<file path="config.mk">
export PLATFORM = sky130hd
export DESIGN_NAME = riscv_mem_arbiter
export DESIGN_NICKNAME = d
export VERILOG_FILES = /design/src/rtl/riscv_mem_arb_pkg.sv /design/src/rtl/riscv_mem_arb_prio.sv /design/src/rtl/riscv_mem_arbiter.sv
export SDC_FILE = /design/constraint.sdc
export NUM_CORES = 1
export LEC_CHECK = 0
export ABC_AREA = 1
export CORE_MARGIN = 10
export CORE_UTILIZATION = 46
export CTS_BUF_LIST = sky130_fd_sc_hd__clkbuf_8 sky130_fd_sc_hd__clkbuf_16
export CTS_CLUSTER_DIAMETER = 40
export DETAILED_ROUTE_END_ITERATION = 10
export PLACE_DENSITY = 0.89
export SLEW_MARGIN = 20
export SYNTH_ARGS = -nofsm -noshare
export SYNTH_HDL_FRONTEND = slang
export SYNTH_SLANG_ARGS = --single-unit
</file>
<file path="constraint.sdc">
create_clock -name clk -period 4.85 [get_ports clk]
set_input_delay 1.2125 -clock clk [delete_from_list [all_inputs] [get_ports clk]]
set_output_delay 1.2125 -clock clk [all_outputs]
set_load 0.02 [all_outputs]
</file>
<file path="src/rtl/riscv_mem_arb_pkg.sv">
// Shared types for the fetch/LSU memory arbiter: FSM states, grant encoding, counter width.
package riscv_mem_arb_pkg;
  localparam int CNT_W = 4;

  typedef enum logic [1:0] {IDLE, ISSUE, WAIT, RESP} state_e;
  typedef enum logic {GNT_IF = 1'b0, GNT_D = 1'b1} gnt_e;
endpackage

</file>
<file path="src/rtl/riscv_mem_arb_prio.sv">
// Winner selection between fetch and data: data first, fetch forced after STARVE_MAX losses.
module riscv_mem_arb_prio
  import riscv_mem_arb_pkg::*;
#(
  parameter int STARVE_MAX = 4
) (
  input  logic clk,
  input  logic rst_n,
  input  logic if_valid_i,
  input  logic d_valid_i,
  input  logic arb_en_i,
  output logic gnt_o,
  output logic if_ready_o,
  output logic d_ready_o
);
  logic [CNT_W-1:0] starve_q, starve_d;
  logic             force_if, pick_d, en;

  always_comb begin
    force_if   = if_valid_i && (starve_q == CNT_W'(STARVE_MAX));
    pick_d     = d_valid_i && !force_if;
    gnt_o      = pick_d ? GNT_D : GNT_IF;
    // readies are held low while reset is asserted, independent of state
    en         = arb_en_i && rst_n;
    d_ready_o  = en && pick_d;
    if_ready_o = en && if_valid_i && !pick_d;
    starve_d   = starve_q;
    if (if_ready_o)
      starve_d = '0;
    else if (d_ready_o && if_valid_i && (starve_q != CNT_W'(STARVE_MAX)))
      starve_d = starve_q + 1'b1;
  end

  always_ff @(posedge clk or negedge rst_n) begin
    if (!rst_n) starve_q <= '0;
    else        starve_q <= starve_d;
  end
endmodule

</file>
<file path="src/rtl/riscv_mem_arbiter.sv">
// Single-outstanding arbiter for a fixed-latency unified memory shared by fetch and LSU.
module riscv_mem_arbiter
  import riscv_mem_arb_pkg::*;
#(
  parameter int ADDR_W     = 32,
  parameter int DATA_W     = 32,
  parameter int MEM_LAT    = 2,
  parameter int STARVE_MAX = 4
) (
  input  logic                clk,
  input  logic                rst_n,
  input  logic                if_req_valid,
  input  logic [ADDR_W-1:0]   if_req_addr,
  output logic                if_req_ready,
  output logic                if_rsp_valid,
  output logic [DATA_W-1:0]   if_rsp_data,
  input  logic                d_req_valid,
  input  logic                d_req_we,
  input  logic [ADDR_W-1:0]   d_req_addr,
  input  logic [DATA_W-1:0]   d_req_wdata,
  input  logic [DATA_W/8-1:0] d_req_wstrb,
  output logic                d_req_ready,
  output logic                d_rsp_valid,
  output logic [DATA_W-1:0]   d_rsp_data,
  output logic                mem_en,
  output logic                mem_we,
  output logic [ADDR_W-1:0]   mem_addr,
  output logic [DATA_W-1:0]   mem_wdata,
  output logic [DATA_W/8-1:0] mem_wstrb,
  input  logic [DATA_W-1:0]   mem_rdata
);
  state_e              state_q;
  logic                gnt, gnt_q, we_q, acc;
  logic [CNT_W-1:0]    cnt_q;
  logic                mem_en_q, mem_we_q, if_rsp_valid_q, d_rsp_valid_q;
  logic [ADDR_W-1:0]   mem_addr_q;
  logic [DATA_W-1:0]   mem_wdata_q, if_rsp_data_q, d_rsp_data_q;
  logic [DATA_W/8-1:0] mem_wstrb_q;

  riscv_mem_arb_prio #(.STARVE_MAX(STARVE_MAX)) u_prio (
    .clk        (clk),
    .rst_n      (rst_n),
    .if_valid_i (if_req_valid),
    .d_valid_i  (d_req_valid),
    .arb_en_i   (state_q == IDLE),
    .gnt_o      (gnt),
    .if_ready_o (if_req_ready),
    .d_ready_o  (d_req_ready)
  );

  assign acc = (if_req_valid && if_req_ready) || (d_req_valid && d_req_ready);

  always_ff @(posedge clk or negedge rst_n) begin
    if (!rst_n) begin
      state_q        <= IDLE;
      gnt_q          <= GNT_IF;
      we_q           <= 1'b0;
      cnt_q          <= '0;
      mem_en_q       <= 1'b0;
      mem_we_q       <= 1'b0;
      mem_addr_q     <= '0;
      mem_wdata_q    <= '0;
      mem_wstrb_q    <= '0;
      if_rsp_valid_q <= 1'b0;
      d_rsp_valid_q  <= 1'b0;
      if_rsp_data_q  <= '0;
      d_rsp_data_q   <= '0;
    end else begin
      mem_en_q       <= 1'b0;
      mem_we_q       <= 1'b0;
      if_rsp_valid_q <= 1'b0;
      d_rsp_valid_q  <= 1'b0;
      case (state_q)
        IDLE: if (acc) begin
          // access fields are registered here so they appear with mem_en in ISSUE
          gnt_q       <= gnt;
          we_q        <= (gnt == GNT_D) && d_req_we;
          mem_en_q    <= 1'b1;
          mem_we_q    <= (gnt == GNT_D) && d_req_we;
          mem_addr_q  <= (gnt == GNT_D) ? d_req_addr : if_req_addr;
          mem_wdata_q <= (gnt == GNT_D) ? d_req_wdata : '0;
          mem_wstrb_q <= (gnt == GNT_D) ? d_req_wstrb : '0;
          state_q     <= ISSUE;
        end
        ISSUE: begin
          cnt_q   <= CNT_W'(MEM_LAT);
          state_q <= WAIT;
        end
        WAIT: if (cnt_q == CNT_W'(1)) begin
          if (gnt_q == GNT_D) begin
            d_rsp_valid_q <= 1'b1;
            d_rsp_data_q  <= we_q ? '0 : mem_rdata;
          end else begin
            if_rsp_valid_q <= 1'b1;
            if_rsp_data_q  <= mem_rdata;
          end
          state_q <= RESP;
        end else begin
          cnt_q <= cnt_q - 1'b1;
        end
        RESP:    state_q <= IDLE;
        default: state_q <= IDLE;
      endcase
    end
  end

  assign mem_en       = mem_en_q;
  assign mem_we       = mem_we_q;
  assign mem_addr     = mem_addr_q;
  assign mem_wdata    = mem_wdata_q;
  assign mem_wstrb    = mem_wstrb_q;
  assign if_rsp_valid = if_rsp_valid_q;
  assign if_rsp_data  = if_rsp_data_q;
  assign d_rsp_valid  = d_rsp_valid_q;
  assign d_rsp_data   = d_rsp_data_q;
endmodule

</file>
==> flow_metrics.tcl, run 1 <==
set metrics [dict create \
    outcome "finished, final reports clean" \
    p_per_area_mw_per_mm2 620 \
    synth_top_area_share 0.573 \
    drive_above_1_share 0.0503 \
    regToRegSetupSlack_ns 2.32 \
    p_leak_nw 4.86 \
    muxShareOfSynthArea 0 \
    holdCritPathClass "register to register" \
    fp.dieW_um 139 \
    yosysSeqAreaShare 0.573 \
    required_ns 3.64 \
    ant_nets 0 \
    area_growth_pct 53.5 \
    die_area_mm2 0.0192 \
    htreeDepth 4 \
    ys_warn_count 0 \
    clockBufferDepth 2 \
    dr.pass1.iters 5 \
    synth_common_cells "317 x nand2_1, 148 x dfrtp_1, 81 x inv_1, 71 x nand3_1" \
    syn_inst 757 \
    min_period_over_period 0.856 \
    clock-sinks 148 \
    std_cell_rows 43 \
    period_needed_ns 4.15 \
    maxCapViolations 0 \
    synth-edff-count 0 \
    synthTopCellsByArea "dfrtp_1 57%, nand2_1 18%, nand3_1 5.5%" \
    reg2reg_to "d_rsp_data[20]" \
    numPortBuffers 274 \
    synth_cell_types 27 \
    coreArea_mm2 0.0138 \
    yosys.area.top_type "dfrtp_1" \
    initial_core_util 0.467 \
    globalplace.congestion 0.826 \
    ys_async_sr_fraction 1.00 \
    cts_setup_buffers 0 \
    cp-end-kind "output port" \
    tns_ns 0 \
    min_from "mem_wdata[3]" \
    clk_latency_ns 0.42 \
    postLayoutCellArea_mm2 0.00992 \
    cts_tree "done" \
    post_dp_cell_area_mm2 0.00931 \
    drtIter0Drc 351 \
    track_usage 0.211 \
    slew_viol_final 0 \
    rr_startpoint "state_q[0]" \
    hold_end "mem_wdata[3]" \
    avgViaCountPerCell 4.99 \
    final_nets 1165 \
    skew_ns 0.0115 \
    holdPathStages 2 \
    worst_ep_arrival_time_ns 2.94 \
    synthXorXnorAreaFrac 0.00407 \
    syn_area_mm2 0.00646 \
    num_antenna_cells 0 \
    cts-root-buf "clkbuf_16" \
    antenna_found_initial 0 \
    nFillCells 978 \
    rsz0062_at_grt "no" \
    routed_wl_mm 21.0 \
    route.vias.total 6049 \
    io_pins 275 \
    hold_viol_final 0 \
    path_clk_slew_ns 0.06 \
    synth_top_family_by_area "simple AND/OR/NAND/NOR gates" \
    post_synth_and_or_nand_nor_area_fraction 0.289 \
    die_h_um 139 \
    hpwl_mm 14.9 \
    yosys.area_share.adder 0.0155 \
    setup_viol 0 \
    grt_pass1_vias 6340 \
    whs_ns 0.475 \
    power_mw 6.15 \
    critPathKind "input port to output port" \
    grt-ovfl-total 0 \
    fmax_ghz 0.241 \
    start_kind "input port" \
    synth_compound_gate_area_share 0.0358 \
    irDropWorstVdd_mv 0.327 \
    r2r_cells 7 \
    grt_start_max_net_pins 150 \
    cts_made_buffers 17 \
    synth_ff_type "dfrtp_1" \
    tightest_slew_ns 1.07 \
    slew_headroom 0.284 \
    syn_area_per_cell_um2 8.54 \
    cts_hold_buf 0 \
    crit_fanout 3 \
    synth.net_count 902 \
    ys_seq_elements 148 \
    synthMostInstantiatedCell "nand2_1" \
    avgRoutedWirePerCell_um 17.3 \
    remaining_drc_errors 0 \
    grt_pass1_wl_mm 32.8 \
    ctsResizeCount 0 \
]
layout make-up:
class / count / area [um^2] / area share
clock buffer: 18 / 439 / 0.0443
sequential: 148 / 3700 / 0.373
clock inverter: 14 / 175 / 0.0177
multi-input combinational: 486 / 2230 / 0.225
inverter: 83 / 312 / 0.0314
timing repair buffer: 284 / 2830 / 0.285
tap: 180 / 225 / 0.0227
per-layer routing:
layer | GRT usage | vias to the layer above | routed length, um
li1 | - | 2862 | -
met4 | 0.0733 | 0 | 318
met1 | 0.232 | 2866 | 7920
met3 | 0.112 | 23 | 2850
met5 | 0 | - | 0
met2 | 0.342 | 298 | 9950
power breakdown:
| part | leakage [nW] | internal [mW] | switching, mW | total (mW) |
|---|---|---|---|---|
| clock | 0.300 | 0.830 | 0.529 | 1.36 |
| combinational | 2.83 | 1.22 | 1.52 | 2.74 |
| sequential | 1.73 | 1.76 | 0.300 | 2.06 |
placed cells by master, fill, tap and decap left out, types with 2 or more instances in the layout:
cell             netlist  routed
o22ai_1                2       2
nand3b_1              32      32
clkinvlp_4             0       2
o21ai_0               32      32
buf_4                  9       9
clkbuf_16              0      17
inv_6                  0       5
nor2_1                 6       6
inv_1                 81      82
nand3_1               71      71
ha_1                   8       8
nand2_1              317     317
bufinv_16              0       3
clkdlybuf4s50_1        0     273
dfrtp_1              148     148
o21ai_1                5       5
inv_2                  2       2
xor2_1                 2       2
clkinv_4               0       2
through the flow:
step / instances / utilization / worst slack [ns]
2_1_floorplan: 757 / - / 1.69
3_3_place_gp: 1181 / 0.673 / 0.643
3_5_place_dp: 1181 / 0.673 / 0.636
4_1_cts: 1213 / 0.717 / 0.638
5_1_grt: 1213 / 0.717 / 0.592
6_report: 1213 / 0.717 / 0.697
kinds of logic (layout without fill, tap and decap cells):
kind of cell    Yosys count  count (layout)
flops                   148             148
xor+xnor                  3               3
fa+ha+maj                 8               8
simple gates            433             433
compound gates           42              42
buf+inv                 123             399
worst max-delay path by stage:
stage,cells past startpoint,start,end,slack [ns]
detailed placement,6,if_req_valid,if_req_ready,0.64
finish,6,if_req_valid,if_req_ready,0.70
floorplan,4,rst_n,if_req_ready,1.69
CTS,6,if_req_valid,if_req_ready,0.64
global route,6,if_req_valid,if_req_ready,0.59
global placement,6,if_req_valid,if_req_ready,0.64
flip-flops by register name, indices dropped and copies added, names as in the netlist:
signal,count
cnt_q,4
d_rsp_data,32
d_rsp_valid,1
gnt_q,1
if_rsp_data,32
if_rsp_valid,1
mem_addr,32
mem_en,1
mem_wdata,32
mem_we,1
mem_wstrb,4
state_q,2
u_prio.starve_q,4
we_q,1
worst max-delay path, cell delays in order:
cell and delay [ns]:
clkdlybuf4s50_1 0.57, inv_1 0.07, nor2_2 0.12, inv_1 0.05, nor2_1 0.22, clkdlybuf4s50_1 0.68
(Power assumes the default switching activity.)
==> inputs of run 2 (changes only) <==
- SKIP_LAST_GASP: unset -> 1
==> results of run 2 <==
No change in the layout: final DEF, timing and power equal those of run 1.
==> inputs of run 3 (changes only) <==
- SKIP_CTS_REPAIR_TIMING: unset -> 1
==> results of run 3 <==
No change in the layout: final DEF, timing and power equal those of run 1.
